`src/rtl/seq_divider_if.sv`:
```
// Start/busy/done handshake and operand/result bundle for the sequential divider.
interface seq_divider_if #(parameter int WIDTH = 32);
    logic             start;
    logic [WIDTH-1:0] dividend;
    logic [WIDTH-1:0] divisor;
    logic             busy;
    logic             done;
    logic [WIDTH-1:0] quotient;
    logic [WIDTH-1:0] remainder;
    logic             div_by_zero;

    modport master (
        output start, dividend, divisor,
        input  busy, done, quotient, remainder, div_by_zero
    );

    modport slave (
        input  start, dividend, divisor,
        output busy, done, quotient, remainder, div_by_zero
    );
endinterface

```
`src/rtl/seq_divider.sv`:
```
// Iterative unsigned restoring divider, one quotient bit per clock,
// with a start/busy/done handshake and held results.
module seq_divider #(
    parameter int WIDTH = 32
) (
    input  logic         clk,
    input  logic         rst_n,
    seq_divider_if.slave bus
);
    localparam int CW = $clog2(WIDTH + 1);

    typedef enum logic [1:0] {IDLE, RUN, DONE} state_t;

    state_t           state;
    logic [WIDTH-1:0] rem, quo, dvs;
    logic [CW-1:0]    cnt;
    logic [WIDTH-1:0] quo_out, rem_out;
    logic             busy_r, done_r, dbz_r;

    logic [WIDTH:0]   r_ext, t;
    logic             ge;
    logic [WIDTH-1:0] rem_nx, quo_nx;

    // The shifted partial remainder keeps its carry-out bit: when it is set the
    // value exceeds any WIDTH-bit divisor, so the subtraction always succeeds
    // and its low WIDTH bits are exact.
    always_comb begin
        r_ext  = {rem, quo[WIDTH-1]};
        t      = r_ext - {1'b0, dvs};
        ge     = r_ext[WIDTH] | ~t[WIDTH];
        rem_nx = ge ? t[WIDTH-1:0] : r_ext[WIDTH-1:0];
        quo_nx = {quo[WIDTH-2:0], ge};
    end

    always_ff @(posedge clk or negedge rst_n) begin
        if (!rst_n) begin
            state   <= IDLE;
            rem     <= '0;
            quo     <= '0;
            dvs     <= '0;
            cnt     <= '0;
            quo_out <= '0;
            rem_out <= '0;
            busy_r  <= 1'b0;
            done_r  <= 1'b0;
            dbz_r   <= 1'b0;
        end else begin
            case (state)
                IDLE: begin
                    done_r <= 1'b0;
                    if (bus.start) begin
                        if (bus.divisor == '0) begin
                            quo_out <= '1;
                            rem_out <= bus.dividend;
                            dbz_r   <= 1'b1;
                            done_r  <= 1'b1;
                            state   <= DONE;
                        end else begin
                            dvs    <= bus.divisor;
                            rem    <= '0;
                            quo    <= bus.dividend;
                            cnt    <= CW'(WIDTH);
                            dbz_r  <= 1'b0;
                            busy_r <= 1'b1;
                            state  <= RUN;
                        end
                    end
                end
                RUN: begin
                    rem <= rem_nx;
                    quo <= quo_nx;
                    cnt <= cnt - 1'b1;
                    if (cnt == CW'(1)) begin
                        quo_out <= quo_nx;
                        rem_out <= rem_nx;
                        busy_r  <= 1'b0;
                        done_r  <= 1'b1;
                        state   <= DONE;
                    end
                end
                DONE: begin
                    done_r <= 1'b0;
                    state  <= IDLE;
                end
                default: begin
                    busy_r <= 1'b0;
                    done_r <= 1'b0;
                    state  <= IDLE;
                end
            endcase
        end
    end

    assign bus.busy        = busy_r;
    assign bus.done        = done_r;
    assign bus.quotient    = quo_out;
    assign bus.remainder   = rem_out;
    assign bus.div_by_zero = dbz_r;
endmodule

```
`src/flat_wrapper.sv`:
```
// flat-port wrapper written by rule: the top's interface ports become plain ports
module seq_divider_flat 
#(
    parameter int WIDTH = 32
)
  (clk, rst_n, bus_start, bus_dividend, bus_divisor, bus_busy, bus_done, bus_quotient, bus_remainder, bus_div_by_zero);
  seq_divider_if #(.WIDTH(WIDTH)) bus_i ();
  input  logic clk;
  input  logic rst_n;
  input wire logic [$bits(bus_i.start)-1:0] bus_start;
  input wire logic [$bits(bus_i.dividend)-1:0] bus_dividend;
  input wire logic [$bits(bus_i.divisor)-1:0] bus_divisor;
  output wire logic [$bits(bus_i.busy)-1:0] bus_busy;
  output wire logic [$bits(bus_i.done)-1:0] bus_done;
  output wire logic [$bits(bus_i.quotient)-1:0] bus_quotient;
  output wire logic [$bits(bus_i.remainder)-1:0] bus_remainder;
  output wire logic [$bits(bus_i.div_by_zero)-1:0] bus_div_by_zero;
  assign bus_i.start = bus_start;
  assign bus_i.dividend = bus_dividend;
  assign bus_i.divisor = bus_divisor;
  assign bus_busy = bus_i.busy;
  assign bus_done = bus_i.done;
  assign bus_quotient = bus_i.quotient;
  assign bus_remainder = bus_i.remainder;
  assign bus_div_by_zero = bus_i.div_by_zero;
  seq_divider #(.WIDTH(WIDTH)) u_core (.clk(clk), .rst_n(rst_n), .bus(bus_i));
endmodule
```
`config.mk`:
```
export PLATFORM = sky130hd
export DESIGN_NAME = seq_divider_flat
export DESIGN_NICKNAME = d
export VERILOG_FILES = /design/src/rtl/seq_divider_if.sv /design/src/rtl/seq_divider.sv /design/src/flat_wrapper.sv
export SDC_FILE = /design/constraint.sdc
export NUM_CORES = 1
export LEC_CHECK = 0
export CAP_MARGIN = 20
export CORE_ASPECT_RATIO = 1.25
export CORE_MARGIN = 4
export CORE_UTILIZATION = 59
export CTS_CLUSTER_DIAMETER = 50
export DETAILED_ROUTE_END_ITERATION = 10
export PLACE_DENSITY_LB_ADDON = 0.2
export REMOVE_ABC_BUFFERS = 1
export SLEW_MARGIN = 20
export SYNTH_ARGS = -nofsm -noshare
export SYNTH_HDL_FRONTEND = slang
export SYNTH_SLANG_ARGS = --single-unit
export TNS_END_PERCENT = 1
```
`constraint.sdc`:
```
create_clock -name clk -period 5 [get_ports clk]
set_input_delay 1 -clock clk [delete_from_list [all_inputs] [get_ports clk]]
set_output_delay 1 -clock clk [all_outputs]
set_load 0.005 [all_outputs]
```
== Word level (Yosys, flattened, before mapping) ==
Index checks and enable logic that the tools add are counted.

* Register bits: 171
* Bits of input ports: 67
* Word-level logic and storage cells: 62

* Bitwise gates (word level): 4
* Muxes and demuxes: 30
* Reductions and logical operators: 9
* Equality and inequality tests: 7
* Add/subtract/negate cells: 2

{| class="wikitable"
|+ Operators with widths
! operator !! count
|-
| $mux W32 || 11
|-
| $pmux W32 S2 || 4
|-
| $sub A33 B32 Y33 || 1
|-
| $logic_not A32 Y1 || 1
|-
| $mux W6 || 2
|-
| $pmux W6 S2 || 1
|-
| $reduce_and A4 Y1 || 2
|-
| $eq A6 B1 Y1 const B || 1
|-
| $mux W1 || 6
|-
| $mux W2 || 3
|-
| $reduce_and A3 Y1 || 2
|-
| $sub A6 B1 Y6 const B || 1
|-
| $ne A2 B1 Y1 const B || 2
|-
| $ne A2 B2 Y1 const B || 2
|-
| $pmux W2 S2 || 1
|-
| $reduce_and A2 Y1 || 2
|-
| $not A1 Y1 || 3
|-
| $pmux W1 S3 || 1
|-
| $eq A2 B1 Y1 const B || 1
|-
| $eq A2 B2 Y1 const B || 1
|-
| $logic_not A2 Y1 || 1
|-
| $pmux W1 S2 || 1
|-
| $reduce_bool A2 Y1 || 1
|-
| $or A1 B1 Y1 || 1
|}

== Depth between registers and ports, before layout ==
* Word-level depth: 6
* Gate-level depth with buffers: 14
* Mapped depth without buffers: 12

== Worst setup path before layout ==
No wires, ideal clock.

* Kind: register -> register
* Start: register u_core.dvs[0]
* End: register u_core.rem_out[31] (netlist: u_core.bus.remainder[31])
* Cell stages (with the launch flop): 13
* Slack: 2.280 ns
* Data arrival time: 2.598 ns
* Setup time: 0.121 ns
* Buffers on the path: 1
* Data required time: 4.879 ns
* Path through: dfrtp_1 -> ha_1 -> fa_1 -> nor2b_1 -> o31a_1 -> a21oi_2 -> o21ai_2 -> a41o_1 -> a21boi_4 -> and2_1 -> buf_2 -> a221o_1 -> o22a_1

* Longest elaborated chain between the ends: 6

{| class="wikitable"
|+ Ends and longest elaborated chain
! element !! line !! text
|-
| from (decl) || seq_divider.sv:15 || <nowiki>logic [WIDTH-1:0] rem, quo, dvs;</nowiki>
|-
| from (signal assigned) || seq_divider.sv:59 || <nowiki>dvs <= bus.divisor;</nowiki>
|-
| $sub A33 B32 Y33 * || seq_divider.sv:29 || <nowiki>t = r_ext - {1'b0, dvs};</nowiki>
|-
| $not A1 Y1 || seq_divider.sv:30 || <nowiki>ge = r_ext[WIDTH] | ~t[WIDTH];</nowiki>
|-
| $or A1 B1 Y1 || seq_divider.sv:30 ||
|-
| $mux W32 * || seq_divider.sv:31 || <nowiki>rem_nx = ge ? t[WIDTH-1:0] : r_ext[WIDTH-1:0];</nowiki>
|-
| $mux W32 * || seq_divider.sv:73 || <nowiki>if (cnt == CW'(1)) begin</nowiki>
|-
| $pmux W32 S2 * || seq_divider.sv:48 || <nowiki>case (state)</nowiki>
|-
| to (signal assigned) || seq_divider.sv:54 || <nowiki>rem_out <= bus.dividend;</nowiki>
|-
| to (signal assigned) || seq_divider.sv:75 || <nowiki>rem_out <= rem_nx;</nowiki>
|-
| to (decl) || seq_divider.sv:17 || <nowiki>logic [WIDTH-1:0] quo_out, rem_out;</nowiki>
|}

Mark *: on every way between the ends. The rest lies on a longest branch, timed or not. The select of a mux whose other input is x is not followed.
A chain may end at the register's enable or synchronous reset.

== Worst setup path in the final report ==
* Start: register u_core.quo[31]
* End: register u_core.rem_out[0] (netlist: u_core.bus.remainder[0])

* Longest elaborated chain between the ends: 6

{| class="wikitable"
|+ Ends and longest elaborated chain
! element !! line !! text
|-
| from (decl) || seq_divider.sv:15 ||
|-
| from (signal assigned) || seq_divider.sv:61 || <nowiki>quo <= bus.dividend;</nowiki>
|-
| from (signal assigned) || seq_divider.sv:71 || <nowiki>quo <= quo_nx;</nowiki>
|-
| $sub A33 B32 Y33 || seq_divider.sv:29 ||
|-
| $not A1 Y1 || seq_divider.sv:30 ||
|-
| $or A1 B1 Y1 || seq_divider.sv:30 ||
|-
| $mux W32 * || seq_divider.sv:31 ||
|-
| $mux W32 * || seq_divider.sv:73 ||
|-
| $pmux W32 S2 * || seq_divider.sv:48 ||
|}

Marked as above.

==> flow_summary_export.csv <==
group,metric,value,unit
yosys,syn-mean-instance-area,8.743,um^2
timing,slew_headroom,42.68,%
die,boundaryPins,134,
yosys,yosysSeqAreaShare,47.52,%
die,core_area,14950,um^2
place,dpl_worst_slack,0.8982,ns
global_routing,grt_use_total,26.67,%
critical_path,worstPathMaxFanout,21,
timing,tns,0,ns
cells_and_area,finish.utilization,74.05,%
min_path,hold_path_class,"register to register",
clocking,clk_latency,0.43,ns
route,top_layer_used,"met4",
route,drc,0,
clocking,cts_tree,"yes",
timing,rsz0062_at_grt,"no",
clocking,cts_resized,0,
critical_path,critical_path_class,"register to register",
global_routing,grt_pass1_vias,7863,
timing,max_freq,265.1,MHz
cells_and_area,final_common_cell,"nand2_1",
timing,tightestPinTransition,0.8578,ns
timing,hold_viol_final,0,
clocking,cts_buffers,17,
route,ant_nets,0,
route,totalWireLength,22.37,mm
die,initial_core_util,60.23,%
cells_and_area,final_cell_mix,"nand2_1, dfrtp_1, clkdlybuf4s50_1, o21ai_0, nor2_1",
route,detail_route.iter0.violations,592,
route,detail_route.wl_per_cell,16.87,um
place,place_congestion,0.9653,
clocking,h-tree-depth,4,
critical_path,cp-startpoint,"u_core.quo[31]$_DFFE_PN0P_",
timing,skew,0.01004,ns
die,die_x,118.5,um
global_routing,grt_remaining_overflow,0,
clocking,clockBufferDepth,2,
yosys,synth_edf_count,0,
route,num_vias,7798,
route,dr.pass1.iters,5,
place,portBuffers,133,
yosys,yosysUniqueCellTypes,62,
critical_path,endpoint_kind,"register",
power_and_ir_drop,vdd.ir_drop.worst,0.5092,mV
min_path,whs_endpoint,"u_core.bus.quotient[10]$_DFFE_PN0P_",
die,rows,50,
clocking,post_cts_buffers,0,
clocking,root_buffer,"clkbuf_16",
yosys,netlist_area,9005,um^2
critical_path,reg2reg_slack,1.23,ns
timing,setup_ws,1.227,ns
timing,drv_slew,0,
critical_path,crit_required,5.36,ns
timing,finalCritPeriodShare,75.45,%
cells_and_area,num-fill-cells,1077,
clocking,cts_sinks,171,
power_and_ir_drop,p_leak,5.075,nW
route,viasPerCell,5.881,
yosys,synth_flop_cell,"dfrtp_1",
clocking,clk_pin_slew_worst_paths,0.06,ns
place,dp_hpwl,15.63,mm
route,wl_met1,9.637,mm
timing,setup_viol,0,
yosys,synthCells,1030,
critical_path,crit_arrival,4.14,ns
global_routing,grt_max_degree,94,
die,die_area,17320,um^2
die,dieHeight,146.1,um
power_and_ir_drop,power,8.841,mW
critical_path,rr_startpoint,"u_core.quo[31]$_DFFE_PN0P_",
min_path,holdPathStages,2,
yosys,yosys_warnings,0,
min_path,min-delay-start,"u_core.bus.quotient[10]$_DFFE_PN0P_",
cells_and_area,n_antenna_cell,0,
cells_and_area,areaGrowthSynthToFinish,22.95,%
yosys,synthArstFlopShare,100.0,%
route,dr_wl_met2,11.04,mm
yosys,ys_ff_latch,171,
status,status,"finished clean",
route,met3_length,1.061,mm
run,cap_violations,0,
timing,hold_ws,0.4630,ns
critical_path,worst_setup_path_start_kind,"register",
global_routing,grt_pass1_wl,37.94,mm
power_and_ir_drop,cellPowerDensity,798.5,nW/um^2
timing,fin_crit,3.773,ns
critical_path,r2r_end,"u_core.bus.remainder[0]$_DFFE_PN0P_",
global_routing,grt_antenna_before_repair,0,
clocking,cts_hold_buffers,0,
critical_path,rr_worst_depth,13,
cells_and_area,fin_nets,1233,
cells_and_area,drive_gt1_share,5.507,%
## sequential cells by signal (all words and copies together) (netlist names)
| register | cells |
|---|---|
| u_core.cnt | 6 |
| u_core.bus.quotient | 32 |
| u_core.bus.busy | 1 |
| u_core.rem | 32 |
| u_core.bus.done | 1 |
| u_core.bus.remainder | 32 |
| u_core.dvs | 32 |
| u_core.bus.div_by_zero | 1 |
| u_core.state | 2 |
| u_core.quo | 32 |
## through the flow
step,std cells,area [um^2]
finish,1326,11070
global placement,1294,10410
detailed placement,1294,10410
global route,1326,11070
CTS,1326,11070
floorplan,968,8712
## how the worst max path moves through the flow
| stage | endpoint | slack [ns] |
|---|---|---|
| 2_1_floorplan | u_core.bus.remainder[0]$_DFFE_PN0P_ | 0.51 |
| 3_3_place_gp | u_core.cnt[5]$_DFFE_PN0P_ | 0.92 |
| 3_5_place_dp | u_core.rem[14]$_DFFE_PN0P_ | 0.90 |
| 4_1_cts | u_core.bus.remainder[0]$_DFFE_PN0P_ | 1.23 |
| 5_1_grt | u_core.bus.remainder[0]$_DFFE_PN0P_ | 1.04 |
| 6_report | u_core.bus.remainder[0]$_DFFE_PN0P_ | 1.23 |
## worst max-delay path: stages (launching register included)
cell and delay, ns:
dfrtp_1 0.40, inv_1 0.10, ha_1 0.19, fa_1 0.19
nor2b_1 0.07, o31a_1 0.28, a21oi_2 0.24, o21ai_2 0.13
a41o_1 0.31, a21boi_4 0.60, buf_4 0.40, nor2b_1 0.09
a211oi_1 0.46, o22a_1 0.22
## report_power, final
group | total (mW) | switching [mW] | internal, mW
combinational | 4.88 | 2.81 | 2.07
sequential | 2.48 | 0.404 | 2.07
clock | 1.48 | 0.565 | 0.919
## kinds of logic (layout without fill, tap and decap cells)
kind of cell	after synthesis	in the layout	synth area share (%)
AO/OA/AOI/OAI	283	283	20.06
XOR/XNOR	28	28	2.723
adder cells (fa/ha/maj)	35	35	4.947
buffers and inverters	107	221	5.127
flip-flops	171	171	47.52
multiplexers	16	16	1.806
AND/OR/NAND/NOR	390	390	17.81
## cell usage after synthesis, types with 3 or more instances
master | instances | area, um^2
a2111oi_0 | 4 | 35.03
a211oi_1 | 7 | 52.55
a21o_1 | 17 | 127.6
a21oi_1 | 36 | 180.2
a21oi_2 | 4 | 35.03
a31oi_1 | 50 | 312.8
a41oi_1 | 8 | 70.07
and2_1 | 6 | 37.54
and3_1 | 7 | 43.79
buf_2 | 3 | 15.01
buf_6 | 6 | 67.56
clkbuf_1 | 51 | 191.4
dfrtp_1 | 171 | 4279
ha_1 | 34 | 425.4
inv_1 | 45 | 168.9
mux2i_1 | 14 | 140.1
nand2_1 | 246 | 923.4
nand3_1 | 15 | 75.07
nand4_1 | 4 | 25.02
nor2_1 | 77 | 289.0
nor2b_1 | 5 | 31.28
nor3_1 | 12 | 60.06
nor4_1 | 9 | 56.30
o211ai_1 | 12 | 90.09
o21a_1 | 12 | 90.09
o21ai_0 | 96 | 480.5
o22a_1 | 4 | 35.03
o31a_1 | 3 | 26.28
xnor2_1 | 17 | 148.9
xor2_1 | 11 | 96.34
## final cells by class
cell class	count	area [um^2]	area share [%]
repair buffers	144	1440	13.01
well taps	182	227.7	2.057
flip-flops and latches	171	4279	38.65
multi-input cells	752	4290	38.75
inverters	45	168.9	1.526
clock buffers	19	452.9	4.091
clock inverters	13	212.7	1.921
## layer usage
metal  GRT usage (%)  up-vias
li1                -     3777
met1           33.90     3743
met2           45.67      232
met3           4.611       46
met4           10.32        0
met5               0        -
(Power assumes the default switching activity.)
==> RTL change: new RTL, config.mk and constraints unchanged <==
`WIDTH` is set to 32 in 3 places; all go to 16.
--- a/src/rtl/seq_divider_if.sv
+++ b/src/rtl/seq_divider_if.sv
@@ -1,5 +1,5 @@
 // Start/busy/done handshake and operand/result bundle for the sequential divider.
-interface seq_divider_if #(parameter int WIDTH = 32);
+interface seq_divider_if #(parameter int WIDTH = 16);
     logic             start;
     logic [WIDTH-1:0] dividend;
     logic [WIDTH-1:0] divisor;
--- a/src/rtl/seq_divider.sv
+++ b/src/rtl/seq_divider.sv
@@ -1,7 +1,7 @@
 // Iterative unsigned restoring divider, one quotient bit per clock,
 // with a start/busy/done handshake and held results.
 module seq_divider #(
-    parameter int WIDTH = 32
+    parameter int WIDTH = 16
 ) (
     input  logic         clk,
     input  logic         rst_n,
--- a/src/flat_wrapper.sv
+++ b/src/flat_wrapper.sv
@@ -1,7 +1,7 @@
 // flat-port wrapper written by rule: the top's interface ports become plain ports
 module seq_divider_flat 
 #(
-    parameter int WIDTH = 32
+    parameter int WIDTH = 16
 )
   (clk, rst_n, bus_start, bus_dividend, bus_divisor, bus_busy, bus_done, bus_quotient, bus_remainder, bus_div_by_zero);
   seq_divider_if #(.WIDTH(WIDTH)) bus_i ();
Ports: changed (resized bus_dividend, bus_divisor, bus_quotient and bus_remainder); port bits go from 134 to 70. The function was not compared with the original's and may differ.
==> RTL change against the unedited design <==
  * Total power down 51%
  * Sequential cell count down 81
  * Sequential share of layout area up 0.24 points
  * Via count down 45%
  * Synthesized area down 45%
  * First-iteration DRC count down 49%
  * Wire length down 45%
  * Worst setup slack better by 370 ps
  * Cell area down 48%
  * Clock power down 69%
==> RTL change: results (changes against the unedited design) <==
| Metric | Value |
|---|---|
| Status | completed (unchanged) |
| Top cells by count, synth | 90 x dfrtp_1, 71 x nand2_1, 61 x o21ai_0 (was 246 x nand2_1, 171 x dfrtp_1, 96 x o21ai_0) |
| WHS | 497 ps (was 463 ps) |
| Pin count of the biggest net entering global routing | 49 (was 94) |
| Maximum vdd ir drop | 0.368 mV (was 0.509 mV) |
| Worst-path maximum fanout | 42 (was 21) |
| Root Buffer | clkbuf_8 (was clkbuf_16) |
| Reg-to-Reg End | u_core.bus.remainder[4] (was u_core.bus.remainder[0]) |
| 1st-pass router iterations | 6 (was 5) |
| Post-DP HPWL | 9080 um (was 15600 um) |
| P_sw | 2.00 mW (was 3.78 mW) |
| CP startpoint | bus_divisor[12] (was u_core.quo[31]) |
| Worst Path Arrival | 3680 ps (was 4140 ps) |
| Reg clk slew, reported paths | 90 ps (was 60 ps) |
| Reg2reg start | u_core.dvs[0] (was u_core.quo[31]) |
| Port Buffer Count | 69 (was 133) |
| Leakage | 2.53 nW (was 5.08 nW) |
| Post_cts resized | 0 (unchanged) |
| Number of global-route vias before repair | 4167 (was 7863) |
| Iteration-0 DRC count of the detailed router | 301 (was 592) |
| CTS buffer count | 9 (was 17) |
| Filler cells | 685 (was 1077) |
| Hold Path Stages | 2 (unchanged) |
| Initial antenna violation count | 0 (unchanged) |
| H-tree depth | 3 (was 4) |
| Distinct cells, synth | 58 (was 62) |
| Hold Path Sink | u_core.bus.busy (was u_core.bus.quotient[10]) |
| Mux share of post-synthesis cell area | 0.0266 (was 0.0181) |
| WL final | 12300 um (was 22400 um) |
| Post-synthesis adder-cell area fraction | 0.0497 (was 0.0495) |
| Vias per Instance | 6.09 (was 5.88) |
| Power Internal | 2.32 mW (was 5.06 mW) |
| Worst hold start | u_core.bus.busy (was u_core.bus.quotient[10]) |
| Most used DFF post-synth | dfrtp_1 (unchanged) |
| Clock group power | 0.455 mW (was 1.48 mW) |
| Layout cell share with drive strength beyond 1 | 0.0532 (was 0.0551) |
| Worst skew pair latency | 380 ps (was 430 ps) |
| All-Layer GR Usage | 0.263 (was 0.267) |
| Nets | 650 (was 1233) |
| Post-synthesis xor/xnor area fraction | 0.0124 (was 0.0272) |
| First-pass GRT wire length | 20500 um (was 37900 um) |
| WS Path Type | primary input to register (was register to register) |
| Async SR Flop Fraction | 1.00 (unchanged) |
| Logic pwr share | 0.589 (was 0.552) |
| Worst Skew | 10.9 ps (was 10.0 ps) |
| # diodes | 0 (unchanged) |
| RePlAce Congestion | 0.901 (was 0.965) |
| Slew @ Worst Pin | 912 ps (was 858 ps) |
| Register area share after synthesis | 0.456 (was 0.475) |
| FF-to-FF path depth | 8 (was 13) |
| Hold crit path type | register to register (unchanged) |
| Compound-Gate Fraction of Synth Area | 0.222 (was 0.201) |
| Top cells by area, synth | dfrtp_1 46%, o21ai_0 6.2%, nand2_1 5.4%, ha_1 4.6%, a21oi_1 4.4% (was dfrtp_1 48%, nand2_1 10%, o21ai_0 5.3%, ha_1 4.7%, a31oi_1 3.5%) |
| R2R Setup Slk | 1850 ps (was 1230 ps) |
-- RTL change: critical path: stages --
cell	delay, ps
clkdlybuf4s50_1	460
nor4_4	370
nand4_2	250
or3_1	740
nand2_4	480
o32ai_1	180
a41oi_1	200
-- RTL change: layer usage --
metal  routed length [um]  up-vias  global-route usage
li1                     -     2041                   -
met1                 5270     2059               0.331
met2                 6210      137               0.461
met3                  621       15              0.0360
met4                  252        0               0.114
met5                    0        -                   0
-- RTL change: through the flow --
step	cells	worst slack (ps)	cell area (um2)
finish	698	1600	5790
global route	698	1440	5790
CTS	698	1600	5790
detailed placement	682	1220	5620
global placement	682	1270	5620
floorplan	512	1280	4770
-- RTL change: final cells by class --
type / instances / area (um2) / share of cell area
Sequential cell: 90 / 2250 / 0.389
Multi-Input combinational cell: 398 / 2440 / 0.421
Clock buffer: 11 / 131 / 0.0227
Clock inverter: 5 / 38.8 / 0.00670
Tap cell: 97 / 121 / 0.0210
Timing Repair Buffer: 73 / 718 / 0.124
Inverter: 24 / 90.1 / 0.0156
-- RTL change: worst max path at each step --
| stage | end | slack [ps] | cells after the start |
|---|---|---|---|
| after global placement | u_core.bus.remainder[8] | 1270 | 7 |
| after CTS | u_core.bus.remainder[11] | 1600 | 7 |
| after floorplan | u_core.cnt[3] | 1280 | 6 |
| final | u_core.bus.remainder[11] | 1600 | 7 |
| after global routing | u_core.bus.remainder[11] | 1440 | 7 |
| after detailed placement | u_core.bus.remainder[8] | 1220 | 7 |
-- RTL change: kinds of logic after synthesis --
kind of cell	Yosys count
and+or+nand+nor	183
DFF	90
buffers and inverters	57
AOI/OAI and AO/OA	176
muxes	13
xor gates and xnor gates	7
adders and majority gates	19
